==> src/rtl/bus_tx_flow_queued_if.sv <==
// Request/bus bundle for the I3C SDA transmit flow controller.
// slave: flow controller side; master: requester + bus_tx side.
`timescale 1ns/1ps
interface bus_tx_flow_queued_if #(
    parameter int DATA_W     = 8,
    parameter int FIFO_DEPTH = 4,
    parameter int LEN_W      = $clog2(DATA_W + 1)
);
    localparam int LVL_W = $clog2(FIFO_DEPTH) + 1;

    logic              req_valid_i;
    logic              req_ready_o;
    logic [DATA_W-1:0] req_data_i;
    logic [LEN_W-1:0]  req_len_i;
    logic              req_tbit_i;
    logic              abort_i;
    logic              drive_o;
    logic              drive_value_o;
    logic              tx_idle_i;
    logic              tx_done_i;
    logic              done_o;
    logic              req_error_o;
    logic              idle_o;
    logic [LVL_W-1:0]  fifo_level_o;

    modport slave (
        input  req_valid_i, req_data_i, req_len_i, req_tbit_i,
        input  abort_i, tx_idle_i, tx_done_i,
        output req_ready_o, drive_o, drive_value_o,
        output done_o, req_error_o, idle_o, fifo_level_o
    );

    modport master (
        output req_valid_i, req_data_i, req_len_i, req_tbit_i,
        output abort_i, tx_idle_i, tx_done_i,
        input  req_ready_o, drive_o, drive_value_o,
        input  done_o, req_error_o, idle_o, fifo_level_o
    );
endinterface

==> src/rtl/bus_tx_flow_queued.sv <==
// I3C SDA transmit flow controller: queues 1..DATA_W-bit MSB-first
// requests (optional odd-parity T-bit) and feeds them gap-free to bus_tx.
// Ports: clk_i, rst_i (async high) and bus (slave modport of the bundle).
`timescale 1ns/1ps
module bus_tx_flow_queued #(
    parameter int DATA_W     = 8,
    parameter int FIFO_DEPTH = 4,
    parameter int LEN_W      = $clog2(DATA_W + 1)
) (
    input  logic                  clk_i,
    input  logic                  rst_i,
    bus_tx_flow_queued_if.slave   bus
);
    localparam int AW    = $clog2(FIFO_DEPTH);
    localparam int LVL_W = AW + 1;
    localparam logic [LEN_W-1:0] MAX_LEN = LEN_W'(DATA_W);

    typedef enum logic [1:0] {S_IDLE, S_SHIFT, S_TBIT} state_t;

    state_t state_q, state_d;

    // Reset asserts immediately, releases on a clock edge.
    logic [1:0] rst_pipe;
    logic       arst;

    always_ff @(posedge clk_i or posedge rst_i) begin
        if (rst_i) rst_pipe <= 2'b11;
        else       rst_pipe <= {rst_pipe[0], 1'b0};
    end

    assign arst = rst_pipe[1];

    logic [DATA_W-1:0] mem_data [FIFO_DEPTH];
    logic [LEN_W-1:0]  mem_len  [FIFO_DEPTH];
    logic              mem_tbit [FIFO_DEPTH];
    logic              mem_par  [FIFO_DEPTH];
    logic [AW-1:0]     wr_q, rd_q;
    logic [LVL_W-1:0]  count_q;

    logic [DATA_W-1:0] shift_q;
    logic [LEN_W-1:0]  cnt_q;
    logic              tbit_q, par_q;
    logic              done_q, err_q;

    logic full, empty, push, len_ok, store;
    logic pop, step, complete;
    logic [DATA_W-1:0] aligned, mask;

    assign full   = count_q == LVL_W'(FIFO_DEPTH);
    assign empty  = count_q == '0;
    assign len_ok = (bus.req_len_i != '0) && (bus.req_len_i <= MAX_LEN);
    assign push   = bus.req_valid_i & bus.req_ready_o;
    assign store  = push & len_ok;

    // Left-align so the first bit to send always sits at the MSB.
    assign aligned = bus.req_data_i << (MAX_LEN - bus.req_len_i);
    assign mask    = ~({DATA_W{1'b1}} << bus.req_len_i);

    always_comb begin
        state_d  = state_q;
        pop      = 1'b0;
        step     = 1'b0;
        complete = 1'b0;
        if (!bus.abort_i) begin
            unique case (state_q)
                S_IDLE: begin
                    if (!empty && bus.tx_idle_i) begin
                        pop     = 1'b1;
                        state_d = S_SHIFT;
                    end
                end
                S_SHIFT: begin
                    if (bus.tx_done_i) begin
                        if (cnt_q != '0) step = 1'b1;
                        else if (tbit_q) state_d = S_TBIT;
                        else complete = 1'b1;
                    end
                end
                S_TBIT: begin
                    if (bus.tx_done_i) complete = 1'b1;
                end
                default: state_d = S_IDLE;
            endcase
            // Reload in the completing cycle keeps SDA driven across requests.
            if (complete) begin
                if (!empty) begin
                    pop     = 1'b1;
                    state_d = S_SHIFT;
                end else begin
                    state_d = S_IDLE;
                end
            end
        end else begin
            state_d = S_IDLE;
        end
    end

    always_ff @(posedge clk_i or posedge arst) begin
        if (arst) begin
            state_q <= S_IDLE;
            shift_q <= '0;
            cnt_q   <= '0;
            tbit_q  <= 1'b0;
            par_q   <= 1'b0;
            done_q  <= 1'b0;
            err_q   <= 1'b0;
            wr_q    <= '0;
            rd_q    <= '0;
            count_q <= '0;
            for (int i = 0; i < FIFO_DEPTH; i++) begin
                mem_data[i] <= '0;
                mem_len[i]  <= '0;
                mem_tbit[i] <= 1'b0;
                mem_par[i]  <= 1'b0;
            end
        end else begin
            state_q <= state_d;
            done_q  <= complete;
            err_q   <= push & ~len_ok;
            if (bus.abort_i) begin
                wr_q    <= '0;
                rd_q    <= '0;
                count_q <= '0;
            end else begin
                if (store) begin
                    mem_data[wr_q] <= aligned;
                    mem_len[wr_q]  <= bus.req_len_i;
                    mem_tbit[wr_q] <= bus.req_tbit_i;
                    mem_par[wr_q]  <= ~^(bus.req_data_i & mask);
                    wr_q           <= wr_q + AW'(1);
                end
                if (pop) rd_q <= rd_q + AW'(1);
                count_q <= count_q + LVL_W'(store) - LVL_W'(pop);
            end
            if (pop) begin
                shift_q <= mem_data[rd_q];
                cnt_q   <= mem_len[rd_q] - LEN_W'(1);
                tbit_q  <= mem_tbit[rd_q];
                par_q   <= mem_par[rd_q];
            end else if (step) begin
                shift_q <= shift_q << 1;
                cnt_q   <= cnt_q - LEN_W'(1);
            end
        end
    end

    always_comb begin
        bus.drive_value_o = 1'b1;
        unique case (state_q)
            S_SHIFT: bus.drive_value_o = shift_q[DATA_W-1];
            S_TBIT:  bus.drive_value_o = par_q;
            default: bus.drive_value_o = 1'b1;
        endcase
    end

    assign bus.drive_o      = state_q != S_IDLE;
    assign bus.req_ready_o  = ~full & ~bus.abort_i;
    assign bus.done_o       = done_q;
    assign bus.req_error_o  = err_q;
    assign bus.idle_o       = (state_q == S_IDLE) & empty & bus.tx_idle_i;
    assign bus.fifo_level_o = count_q;
endmodule

==> src/flat_wrapper.sv <==
// flat-port wrapper written by rule: the top's interface ports become plain ports
module bus_tx_flow_queued_flat 
#(
    parameter int DATA_W     = 8,
    parameter int FIFO_DEPTH = 4,
    parameter int LEN_W      = $clog2(DATA_W + 1)
)
  (clk_i, rst_i, bus_req_valid_i, bus_req_data_i, bus_req_len_i, bus_req_tbit_i, bus_abort_i, bus_tx_idle_i, bus_tx_done_i, bus_req_ready_o, bus_drive_o, bus_drive_value_o, bus_done_o, bus_req_error_o, bus_idle_o, bus_fifo_level_o);
  bus_tx_flow_queued_if #(.DATA_W(DATA_W), .FIFO_DEPTH(FIFO_DEPTH), .LEN_W(LEN_W)) bus_i ();
  input  logic clk_i;
  input  logic rst_i;
  input wire logic [$bits(bus_i.req_valid_i)-1:0] bus_req_valid_i;
  input wire logic [$bits(bus_i.req_data_i)-1:0] bus_req_data_i;
  input wire logic [$bits(bus_i.req_len_i)-1:0] bus_req_len_i;
  input wire logic [$bits(bus_i.req_tbit_i)-1:0] bus_req_tbit_i;
  input wire logic [$bits(bus_i.abort_i)-1:0] bus_abort_i;
  input wire logic [$bits(bus_i.tx_idle_i)-1:0] bus_tx_idle_i;
  input wire logic [$bits(bus_i.tx_done_i)-1:0] bus_tx_done_i;
  output wire logic [$bits(bus_i.req_ready_o)-1:0] bus_req_ready_o;
  output wire logic [$bits(bus_i.drive_o)-1:0] bus_drive_o;
  output wire logic [$bits(bus_i.drive_value_o)-1:0] bus_drive_value_o;
  output wire logic [$bits(bus_i.done_o)-1:0] bus_done_o;
  output wire logic [$bits(bus_i.req_error_o)-1:0] bus_req_error_o;
  output wire logic [$bits(bus_i.idle_o)-1:0] bus_idle_o;
  output wire logic [$bits(bus_i.fifo_level_o)-1:0] bus_fifo_level_o;
  assign bus_i.req_valid_i = bus_req_valid_i;
  assign bus_i.req_data_i = bus_req_data_i;
  assign bus_i.req_len_i = bus_req_len_i;
  assign bus_i.req_tbit_i = bus_req_tbit_i;
  assign bus_i.abort_i = bus_abort_i;
  assign bus_i.tx_idle_i = bus_tx_idle_i;
  assign bus_i.tx_done_i = bus_tx_done_i;
  assign bus_req_ready_o = bus_i.req_ready_o;
  assign bus_drive_o = bus_i.drive_o;
  assign bus_drive_value_o = bus_i.drive_value_o;
  assign bus_done_o = bus_i.done_o;
  assign bus_req_error_o = bus_i.req_error_o;
  assign bus_idle_o = bus_i.idle_o;
  assign bus_fifo_level_o = bus_i.fifo_level_o;
  bus_tx_flow_queued #(.DATA_W(DATA_W), .FIFO_DEPTH(FIFO_DEPTH), .LEN_W(LEN_W)) u_core (.clk_i(clk_i), .rst_i(rst_i), .bus(bus_i));
endmodule
==> config.mk <==
export PLATFORM = sky130hd
export DESIGN_NAME = bus_tx_flow_queued_flat
export DESIGN_NICKNAME = d
export VERILOG_FILES = /design/src/rtl/bus_tx_flow_queued_if.sv /design/src/rtl/bus_tx_flow_queued.sv /design/src/flat_wrapper.sv
export SDC_FILE = /design/constraint.sdc
export NUM_CORES = 1
export LEC_CHECK = 0
export CAP_MARGIN = 20
export CORE_ASPECT_RATIO = 1.1
export CORE_UTILIZATION = 55
export DETAILED_ROUTE_END_ITERATION = 6
export DONT_BUFFER_PORTS = 1
export PLACE_DENSITY = 0.84
export SLEW_MARGIN = 20
export SYNTH_ARGS = -nofsm -noshare
export SYNTH_HDL_FRONTEND = slang
export SYNTH_SLANG_ARGS = --single-unit
==> constraint.sdc <==
create_clock -name clk_i -period 2.8 [get_ports clk_i]
set_clock_uncertainty 0.15 [all_clocks]
set_input_delay 0.7 -clock clk_i [delete_from_list [all_inputs] [get_ports clk_i]]
set_output_delay 0.7 -clock clk_i [all_outputs]
set_load 0.01 [all_outputs]
==> flow_results.xml, run 1 <==
<?xml version="1.0" encoding="UTF-8"?>
<metrics>
  <group name="worst_setup_path">
    <metric name="worst_setup_path_endpoint" unit="">u_core.bus.fifo_level_o[1]$_DFF_PP0_</metric>
    <metric name="worstPathMaxFanout" unit="">6</metric>
    <metric name="critPathLaunchType" unit="">flop</metric>
    <metric name="reg2reg_depth" unit="">11</metric>
    <metric name="critPathArrivalTime" unit="ps">2770</metric>
    <metric name="timing.critical_path.from" unit="">u_core.state_q[1]$_DFFE_PP0P_</metric>
    <metric name="r2r_start" unit="">u_core.state_q[1]$_DFFE_PP0P_</metric>
    <metric name="max_stage_delay" unit="ps">520</metric>
    <metric name="internal_reg_to_reg_setup_slack" unit="ps">140</metric>
    <metric name="crit_type" unit="">flop to flop</metric>
    <metric name="worst-path-stages" unit="">11</metric>
    <metric name="critical-path-slowest-cell" unit="">fa_2</metric>
    <metric name="worstPathCellList" unit="">inv_1 &gt; ha_1 &gt; a31oi_1 &gt; nand3b_4 &gt; a211oi_4 &gt; ha_1 &gt; inv_1 &gt; ha_1 &gt; inv_1 &gt; fa_2 &gt; nor2_1</metric>
    <metric name="worst-endpoint-required" unit="ps">2910</metric>
    <metric name="crit-reg2reg-capture" unit="">u_core.bus.fifo_level_o[1]$_DFF_PP0_</metric>
    <metric name="worstPathBufferInverterCount" unit="">3</metric>
    <metric name="crit_path_end_kind" unit="">flop</metric>
    <metric name="critical_path.top_delay_family" unit="">adder cells</metric>
  </group>
  <group name="detailed_routing">
    <metric name="detail_route.wirelength" unit="µm">8040</metric>
    <metric name="drt-vias-per-instance" unit="">5.72</metric>
    <metric name="drt.antenna.violating_nets" unit="">0</metric>
    <metric name="avgRoutedWirePerCell" unit="µm">16.1</metric>
    <metric name="drc" unit="">0</metric>
    <metric name="vias" unit="">2860</metric>
    <metric name="firstDrtPassIters" unit="">4</metric>
    <metric name="initialDrtViolationCount" unit="">171</metric>
  </group>
  <group name="synthesis">
    <metric name="synth_cell_types" unit="">41</metric>
    <metric name="synth_async_sr_flop_share" unit="">1.00</metric>
    <metric name="simple_gate_share_of_the_synthesized_area" unit="">0.0923</metric>
    <metric name="number_of_synthesized_flops_with_an_enable_pin" unit="">0</metric>
    <metric name="yosys-top-cells-area" unit="">dfrtp_1 47%, mux2_2 9.1%, mux4_2 8.3%</metric>
    <metric name="mappedNetlistNets" unit="">419</metric>
    <metric name="synth_area_leader_cell" unit="">dfrtp_1</metric>
    <metric name="syn-cell-area" unit="µm²">4340</metric>
    <metric name="synth_sequential_area_ratio" unit="">0.479</metric>
    <metric name="synth-warning-count" unit="">0</metric>
    <metric name="postSynthCellCount" unit="">384</metric>
    <metric name="yosys.area_share.adder" unit="">0.0502</metric>
    <metric name="synthFlopType" unit="">dfrtp_1</metric>
    <metric name="synthesized_area_divided_by_synthesized_cell_count" unit="µm²">11.3</metric>
    <metric name="main_combinational_cell_family_by_area_after_synthesis" unit="">multiplexers</metric>
    <metric name="register_bit_total_from_synthesis" unit="">83</metric>
    <metric name="synthXorXnorAreaFrac" unit="">0.0323</metric>
    <metric name="synth_top_area_frac" unit="">0.467</metric>
    <metric name="yosys-mux-area-fraction" unit="">0.216</metric>
    <metric name="synth-compound-area-share" unit="">0.0885</metric>
  </group>
  <group name="global_routing">
    <metric name="first_global_vias" unit="">2881</metric>
    <metric name="grt_pass1_wl" unit="µm">13400</metric>
    <metric name="grt_usage" unit="">0.217</metric>
    <metric name="grt_max_degree" unit="">64</metric>
    <metric name="antenna_found_initial" unit="">0</metric>
    <metric name="global_route_congestion_overflow_total" unit="">0</metric>
  </group>
  <group name="cts">
    <metric name="insertion_delay" unit="ps">350</metric>
    <metric name="clock_tree_from_tritoncts" unit="">built</metric>
    <metric name="cts_sinks" unit="">83</metric>
    <metric name="clock_buffers_created_by_tritoncts" unit="">9</metric>
    <metric name="cts_hold_buffers" unit="">0</metric>
    <metric name="cts.htree.levels" unit="">3</metric>
    <metric name="path_clk_slew" unit="ps">90</metric>
    <metric name="cts-root-to-sink-buffers" unit="">2</metric>
    <metric name="clock_tree.root_cell" unit="">clkbuf_8</metric>
  </group>
  <group name="die">
    <metric name="die_area" unit="µm²">8250</metric>
    <metric name="coreArea" unit="µm²">7560</metric>
    <metric name="fp-row-count" unit="">33</metric>
    <metric name="fp.dieH" unit="µm">95.2</metric>
    <metric name="floorplan.io_pins" unit="">28</metric>
    <metric name="dieWidth" unit="µm">86.7</metric>
    <metric name="starting_density" unit="">0.574</metric>
  </group>
  <group name="place">
    <metric name="routabilityCongestion" unit="">0.793</metric>
    <metric name="buffer_ports.inserted" unit="">0</metric>
    <metric name="dpl_cell_area" unit="µm²">4490</metric>
    <metric name="hpwlAfterDp" unit="µm">5790</metric>
    <metric name="post_placement_worst_setup_slack" unit="ps">27.2</metric>
  </group>
  <group name="sta">
    <metric name="maxSlewHeadroom" unit="">0.644</metric>
    <metric name="final_min_period_over_clock_period" unit="">0.951</metric>
    <metric name="setup_viol_count_final" unit="">0</metric>
    <metric name="unrepaired_setup_endpoints_after_global_routing" unit="">yes</metric>
    <metric name="report.final.slew_viol_count" unit="">0</metric>
    <metric name="worst_slew_pin_slew" unit="ps">534</metric>
    <metric name="worst_slack" unit="ps">137</metric>
    <metric name="fin_crit" unit="ps">2660</metric>
    <metric name="max_freq" unit="MHz">376</metric>
    <metric name="finalHoldViolCount" unit="">0</metric>
  </group>
  <group name="finish">
    <metric name="fin_area" unit="µm²">4750</metric>
    <metric name="drive_above_1_share" unit="">0.235</metric>
    <metric name="synthToLayoutAreaGrowth" unit="%">9.37</metric>
    <metric name="final_nets" unit="">425</metric>
    <metric name="antenna_cells" unit="">0</metric>
  </group>
  <group name="hold_path">
    <metric name="hold_class" unit="">flop to asynchronous set/reset pin</metric>
  </group>
  <group name="power_and_ir_drop">
    <metric name="leakagePower" unit="µW">0.00214</metric>
    <metric name="vdd_ir_drop_max" unit="V">0.000270</metric>
    <metric name="powerDensity" unit="nW/µm²">773</metric>
  </group>
  <group name="run">
    <metric name="max-cap-violations" unit="">0</metric>
  </group>
  <group name="outcome">
    <metric name="run_status" unit="">completed</metric>
  </group>
</metrics>
through the flow:
stage | power [µW] | setup TNS (ps) | utilization | hold WS (ps) | instances
6_report | 3670 | 0 | 0.628 | 51.7 | 500
3_5_place_dp | 2750 | 0 | 0.594 | 69.2 | 481
5_1_grt | 3900 | -100 | 0.628 | 92.5 | 500
2_1_floorplan | 2500 | 0 | - | 195 | 384
3_3_place_gp | 2670 | 0 | 0.594 | 64.2 | 481
4_1_cts | 3640 | 0 | 0.622 | 71.1 | 497
state kept, by name, summed over array words and instances (netlist names):
name                     flops
u_core.par_q                 1
u_core.bus.req_error_o       1
u_core.tbit_q                1
u_core.rd_q                  2
u_core.bus.fifo_level_o      3
u_core.cnt_q                 4
u_core.wr_q                  2
u_core.state_q               2
u_core.mem_data             32
u_core.mem_len              16
u_core.mem_tbit              4
u_core.bus.done_o            1
u_core.rst_pipe              2
u_core.shift_q               8
u_core.mem_par               4
layout make-up:
cell class | instances | area, µm²
clock inverter | 3 | 43.8
inverter | 20 | 76.3
clock buffer | 13 | 169
multi-input combinational | 259 | 2100
sequential | 83 | 2080
tap | 105 | 131
fill | 573 | 2810
timing repair buffer | 17 | 144
logic make-up (layout without fill, tap and decap cells):
family	after synthesis	after routing
buf+inv	42	53
other cells	1	1
compound gates	66	66
simple gates	90	90
mux	69	69
flops	83	83
fa+ha+maj	17	17
xor+xnor	16	16
layout by cell type (no fill, tap or decap), drive strengths merged, types with 3 or more instances in the layout:
cell    count
xor2        5
clkbuf     13
mux4       16
nor2       18
dfrtp      81
xnor2      11
mux2i      17
ha         15
nor3        6
nand3       5
nand2      51
a21oi       9
mux2       36
a211o       3
nor2b       4
o21ai      40
a211oi      4
inv        20
buf        17
metal layers:
layer,up-vias,share of wire,track usage
li1,1347,-,-
met4,0,0.018,0.0833
met3,10,0.036,0.0338
met5,-,0,0
met2,63,0.51,0.376
met1,1440,0.44,0.277
where the power goes:
part	switching (µW)	total [µW]	internal (µW)
registers	203	1660	1450
logic	556	1110	558
clock network	408	895	488
cells in the mapped netlist (all sizes together), types with 2 or more instances:
| master | number |
|---|---|
| dfrtp | 81 |
| nand2 | 51 |
| o21ai | 40 |
| mux2 | 36 |
| inv | 20 |
| nor2 | 18 |
| mux2i | 17 |
| mux4 | 16 |
| ha | 15 |
| buf | 14 |
| xnor2 | 11 |
| a21oi | 9 |
| clkbuf | 8 |
| nor3 | 6 |
| nand3 | 5 |
| xor2 | 5 |
| a211oi | 4 |
| nor2b | 4 |
| a211o | 3 |
| a31oi | 2 |
| dfstp | 2 |
| nand3b | 2 |
| o221ai | 2 |
worst min-delay path by stage:
| stage | from | end | slack, ps | cells after the start |
|---|---|---|---|---|
| after global placement | u_core.rst_pipe[1]$_DFF_PP1_ | u_core.mem_len[7]$_DFFE_PP0P_ | 60 | 1 |
| after CTS | u_core.rst_pipe[1]$_DFF_PP1_ | u_core.wr_q[0]$_DFFE_PP0P_ | 70 | 1 |
| after global routing | u_core.rst_pipe[1]$_DFF_PP1_ | u_core.wr_q[0]$_DFFE_PP0P_ | 90 | 1 |
| after floorplan | u_core.rst_pipe[0]$_DFF_PP1_ | u_core.rst_pipe[1]$_DFF_PP1_ | 200 | 0 |
| after detailed placement | u_core.rst_pipe[1]$_DFF_PP1_ | u_core.mem_len[11]$_DFFE_PP0P_ | 70 | 1 |
| final | u_core.rst_pipe[1]$_DFF_PP1_ | u_core.wr_q[0]$_DFFE_PP0P_ | 50 | 1 |
worst register-to-register path: cells and delay by family (launching register included):
| kind | cells | cell delay (ps) |
|---|---|---|
| adder cells (fa/ha/maj) | 4 | 1170 |
| flip-flops | 1 | 400 |
| AO/OA/AOI/OAI | 2 | 370 |
| AND/OR/NAND/NOR | 2 | 250 |
| buffers and inverters | 3 | 230 |
timing repair:
item / in CTS / in global routing
hold endpoints to repair: 0 / 0
buffers inserted: 0 / 3
endpoints found under the setup margin: 0 / 4
resized for setup: 0 / 5
Note: power is estimated with default switching activity, not from simulation.
==> run 2: changes to the inputs <==
- ABC_AREA: not set -> 1
==> run 2 against run 1 <==
Effect of this change:
- flip-flop and latch count did not move
- critical path depth rose by 4
- non-clock buffer count rose by 2
==> flow_results.xml, run 2 <==
<?xml version="1.0" encoding="UTF-8"?>
<metrics>
  <group name="sta">
    <metric name="report.final.slew_viol_count" unit="">0</metric>
    <metric name="unrepaired_setup_endpoints_after_global_routing" unit="">no</metric>
    <metric name="setup_viol_count_final" unit="">0</metric>
    <metric name="maxSlewHeadroom" unit="">0.595</metric>
    <metric name="fin_tns_setup" unit="ps">0</metric>
    <metric name="finalHoldViolCount" unit="">0</metric>
    <metric name="final_min_period_over_clock_period" unit="">0.930</metric>
    <metric name="worst_slack" unit="ps">196</metric>
    <metric name="worst_slew_pin_slew" unit="ps">598</metric>
    <metric name="max_freq" unit="MHz">384</metric>
    <metric name="fin_crit" unit="ps">2600</metric>
  </group>
  <group name="die">
    <metric name="floorplan.io_pins" unit="">28</metric>
    <metric name="dieWidth" unit="µm">86.7</metric>
    <metric name="die_area" unit="µm²">8250</metric>
    <metric name="fp.dieH" unit="µm">95.2</metric>
    <metric name="coreArea" unit="µm²">7560</metric>
    <metric name="starting_density" unit="">0.574</metric>
    <metric name="fp-row-count" unit="">33</metric>
  </group>
  <group name="hold_path">
    <metric name="hold_class" unit="">primary input to asynchronous set/reset pin</metric>
  </group>
  <group name="place">
    <metric name="post_placement_worst_setup_slack" unit="ps">90.1</metric>
    <metric name="buffer_ports.inserted" unit="">0</metric>
    <metric name="place_inst" unit="">653</metric>
    <metric name="hpwlAfterDp" unit="µm">6910</metric>
    <metric name="routabilityCongestion" unit="">0.832</metric>
  </group>
  <group name="power_and_ir_drop">
    <metric name="p_comb_frac" unit="">0.321</metric>
    <metric name="internal_power_summed_over_all_cells" unit="µW">2480</metric>
    <metric name="leakagePower" unit="µW">0.00238</metric>
    <metric name="vdd_ir_drop_max" unit="V">0.000261</metric>
    <metric name="switching_share" unit="">0.367</metric>
    <metric name="powerDensity" unit="nW/µm²">818</metric>
    <metric name="power_switching" unit="µW">1440</metric>
    <metric name="power.share.sequential" unit="">0.434</metric>
    <metric name="clockPowerShare" unit="">0.244</metric>
  </group>
  <group name="worst_setup_path">
    <metric name="critPathLaunchType" unit="">flop</metric>
    <metric name="worstPathMaxFanout" unit="">4</metric>
    <metric name="crit-reg2reg-capture" unit="">u_core.bus.fifo_level_o[2]$_DFF_PP0_</metric>
    <metric name="worst_setup_path_endpoint" unit="">u_core.bus.fifo_level_o[2]$_DFF_PP0_</metric>
    <metric name="reg2reg_depth" unit="">15</metric>
    <metric name="crit_path_end_kind" unit="">flop</metric>
    <metric name="crit_type" unit="">flop to flop</metric>
    <metric name="internal_reg_to_reg_setup_slack" unit="ps">200</metric>
    <metric name="critPathArrivalTime" unit="ps">2690</metric>
    <metric name="r2r_start" unit="">u_core.state_q[0]$_DFFE_PP0P_</metric>
    <metric name="worst-endpoint-required" unit="ps">2890</metric>
    <metric name="timing.critical_path.from" unit="">u_core.state_q[0]$_DFFE_PP0P_</metric>
  </group>
  <group name="finish">
    <metric name="synthToLayoutAreaGrowth" unit="%">10.4</metric>
    <metric name="largest_register" unit="">u_core.mem_data</metric>
    <metric name="mostFrequentLayoutCell" unit="">nand2_1</metric>
    <metric name="drive_above_1_share" unit="">0.0903</metric>
    <metric name="largest_register_ffs" unit="">32</metric>
    <metric name="final_util" unit="">0.634</metric>
    <metric name="regArea" unit="µm²">2080</metric>
    <metric name="most_used_cells_in_the_layout_excluding_fill_and_tap_cells" unit="">173 x nand2_1, 80 x dfrtp_1, 77 x o21ai_0, 49 x inv_1, 34 x nor2_1</metric>
    <metric name="filler_cell_count" unit="">652</metric>
    <metric name="filler_free_cell_count_of_the_finished_design" unit="">670</metric>
    <metric name="multi_input_combinational_cell_area" unit="µm²">1980</metric>
    <metric name="antenna_cells" unit="">0</metric>
    <metric name="largestRegisters" unit="">u_core.mem_data (32), u_core.mem_len (16), u_core.shift_q (8)</metric>
    <metric name="final_nets" unit="">595</metric>
  </group>
  <group name="synthesis">
    <metric name="syn-cell-area" unit="µm²">4340</metric>
    <metric name="synth.most_common_cell" unit="">nand2_1</metric>
    <metric name="mappedNetlistNets" unit="">587</metric>
    <metric name="netlist_top_cells_count" unit="">174 x nand2_1, 81 x dfrtp_1, 78 x o21ai_0, 51 x inv_1, 34 x nor2_1</metric>
    <metric name="synth-warning-count" unit="">0</metric>
    <metric name="synth_cell_types" unit="">36</metric>
    <metric name="number_of_synthesized_flops_with_an_enable_pin" unit="">0</metric>
    <metric name="synth_sequential_area_ratio" unit="">0.479</metric>
    <metric name="register_bit_total_from_synthesis" unit="">83</metric>
    <metric name="postSynthCellCount" unit="">552</metric>
    <metric name="yosys-top-cells-area" unit="">dfrtp_1 47%, nand2_1 15%, o21ai_0 9.0%</metric>
    <metric name="synth_async_sr_flop_share" unit="">1.00</metric>
    <metric name="synth_area_leader_cell" unit="">dfrtp_1</metric>
    <metric name="synth_top_area_frac" unit="">0.467</metric>
    <metric name="synthesized_area_divided_by_synthesized_cell_count" unit="µm²">7.86</metric>
    <metric name="synthFlopType" unit="">dfrtp_1</metric>
  </group>
  <group name="cts">
    <metric name="clock_buffers_created_by_tritoncts" unit="">9</metric>
    <metric name="cts_hold_buffers" unit="">0</metric>
    <metric name="cts.htree.levels" unit="">3</metric>
    <metric name="insertion_delay" unit="ps">360</metric>
    <metric name="clock_tree_from_tritoncts" unit="">built</metric>
    <metric name="cts-root-to-sink-buffers" unit="">2</metric>
    <metric name="cts_sinks" unit="">83</metric>
    <metric name="clock_tree.root_cell" unit="">clkbuf_8</metric>
    <metric name="path_clk_slew" unit="ps">80</metric>
  </group>
  <group name="detailed_routing">
    <metric name="route.met3.wl" unit="µm">454</metric>
    <metric name="avgRoutedWirePerCell" unit="µm">14.4</metric>
    <metric name="drt.antenna.violating_nets" unit="">0</metric>
    <metric name="maxUsedRoutingLayer" unit="">met4</metric>
    <metric name="drt-vias-per-instance" unit="">5.55</metric>
    <metric name="firstDrtPassIters" unit="">4</metric>
    <metric name="vias" unit="">3716</metric>
    <metric name="routedLengthMet1" unit="µm">4240</metric>
    <metric name="met2RoutedLength" unit="µm">4760</metric>
    <metric name="drc" unit="">0</metric>
    <metric name="detail_route.wirelength" unit="µm">9630</metric>
    <metric name="initialDrtViolationCount" unit="">307</metric>
  </group>
  <group name="global_routing">
    <metric name="antenna_found_initial" unit="">0</metric>
    <metric name="first_global_vias" unit="">3596</metric>
    <metric name="grt_usage" unit="">0.257</metric>
    <metric name="global_route_congestion_overflow_total" unit="">0</metric>
    <metric name="grt_pass1_wl" unit="µm">16300</metric>
    <metric name="grt_max_degree" unit="">82</metric>
  </group>
  <group name="run">
    <metric name="max-cap-violations" unit="">0</metric>
  </group>
  <group name="outcome">
    <metric name="run_status" unit="">completed</metric>
  </group>
</metrics>
## run 2: cell count changes after synthesis, sizes merged, moves of 28 or more
cell	change
inv	+32
nand3	+28
o21ai	+43
mux2	-36
nand2	+125
## run 2: cell type report
type,instances,area share
Sequential cell,83,0.434
Multi-Input combinational cell,393,0.414
Inverter,54,0.0423
Timing Repair Buffer,19,0.0350
Clock buffer,10,0.0287
Tap cell,105,0.0274
Clock inverter,6,0.0185
## run 2: logic make-up (layout without fill, tap and decap cells)
logic type               count (synthesis)  count (layout)  synth area share
AO/OA/AOI/OAI                          116             116             0.147
XOR/XNOR                                 8               8            0.0161
adder cells (fa/ha/maj)                 16              16            0.0479
buffers and inverters                   76              89            0.0712
flip-flops                              83              83             0.479
other                                    1               1          0.000864
AND/OR/NAND/NOR                        252             252             0.238
## run 2: critical path, stage by stage (launching register included)
cell	delay [ps]
dfrtp_2	450
inv_1	160
ha_4	230
nand2_1	70
inv_1	50
nand2_2	90
nand2_2	90
nand3_4	70
inv_1	60
ha_1	270
inv_1	50
ha_1	130
inv_1	50
fa_1	390
o21ai_2	120
a21oi_1	50
## run 2: worst min path at each step
stage                                      start                      endpoint  slack, ps  depth (start not counted)
floorplan           u_core.rst_pipe[0]$_DFF_PP1_  u_core.rst_pipe[1]$_DFF_PP1_        200                          0
global placement    u_core.rst_pipe[0]$_DFF_PP1_  u_core.rst_pipe[1]$_DFF_PP1_        200                          0
detailed placement  u_core.rst_pipe[0]$_DFF_PP1_  u_core.rst_pipe[1]$_DFF_PP1_        200                          0
CTS                                        rst_i  u_core.rst_pipe[0]$_DFF_PP1_        100                          1
global route                               rst_i  u_core.rst_pipe[0]$_DFF_PP1_        100                          1
finish                                     rst_i  u_core.rst_pipe[0]$_DFF_PP1_        100                          1
## run 2: layer usage
layer / track usage / vias up
li1: - / 1806
met1: 0.313 / 1796
met2: 0.443 / 99
met3: 0.0528 / 15
met4: 0.108 / 0
met5: 0 / -
## run 2: repair_timing
action,in CTS,in global routing
endpoints found under the setup margin,0,2
buffers inserted,0,1
gates resized for setup,0,8
## run 2: power groups by stage
stage | combinational, µW | sequential [µW] | clock (µW)
floorplan | 948 | 1640 | 0
global placement | 1130 | 1690 | 0
detailed placement | 1190 | 1710 | 0
CTS | 1200 | 1690 | 965
global route | 1440 | 1740 | 1010
finish | 1260 | 1700 | 957
## run 2: through the flow
stage          power (µW)  hold slack, ps  instance area (µm²)
5_1_grt              4190            95.4                 4790
2_1_floorplan        2590             195                 4340
4_1_cts              3860            96.9                 4750
3_3_place_gp         2830             197                 4520
3_5_place_dp         2900             202                 4520
6_report             3920            98.6                 4790
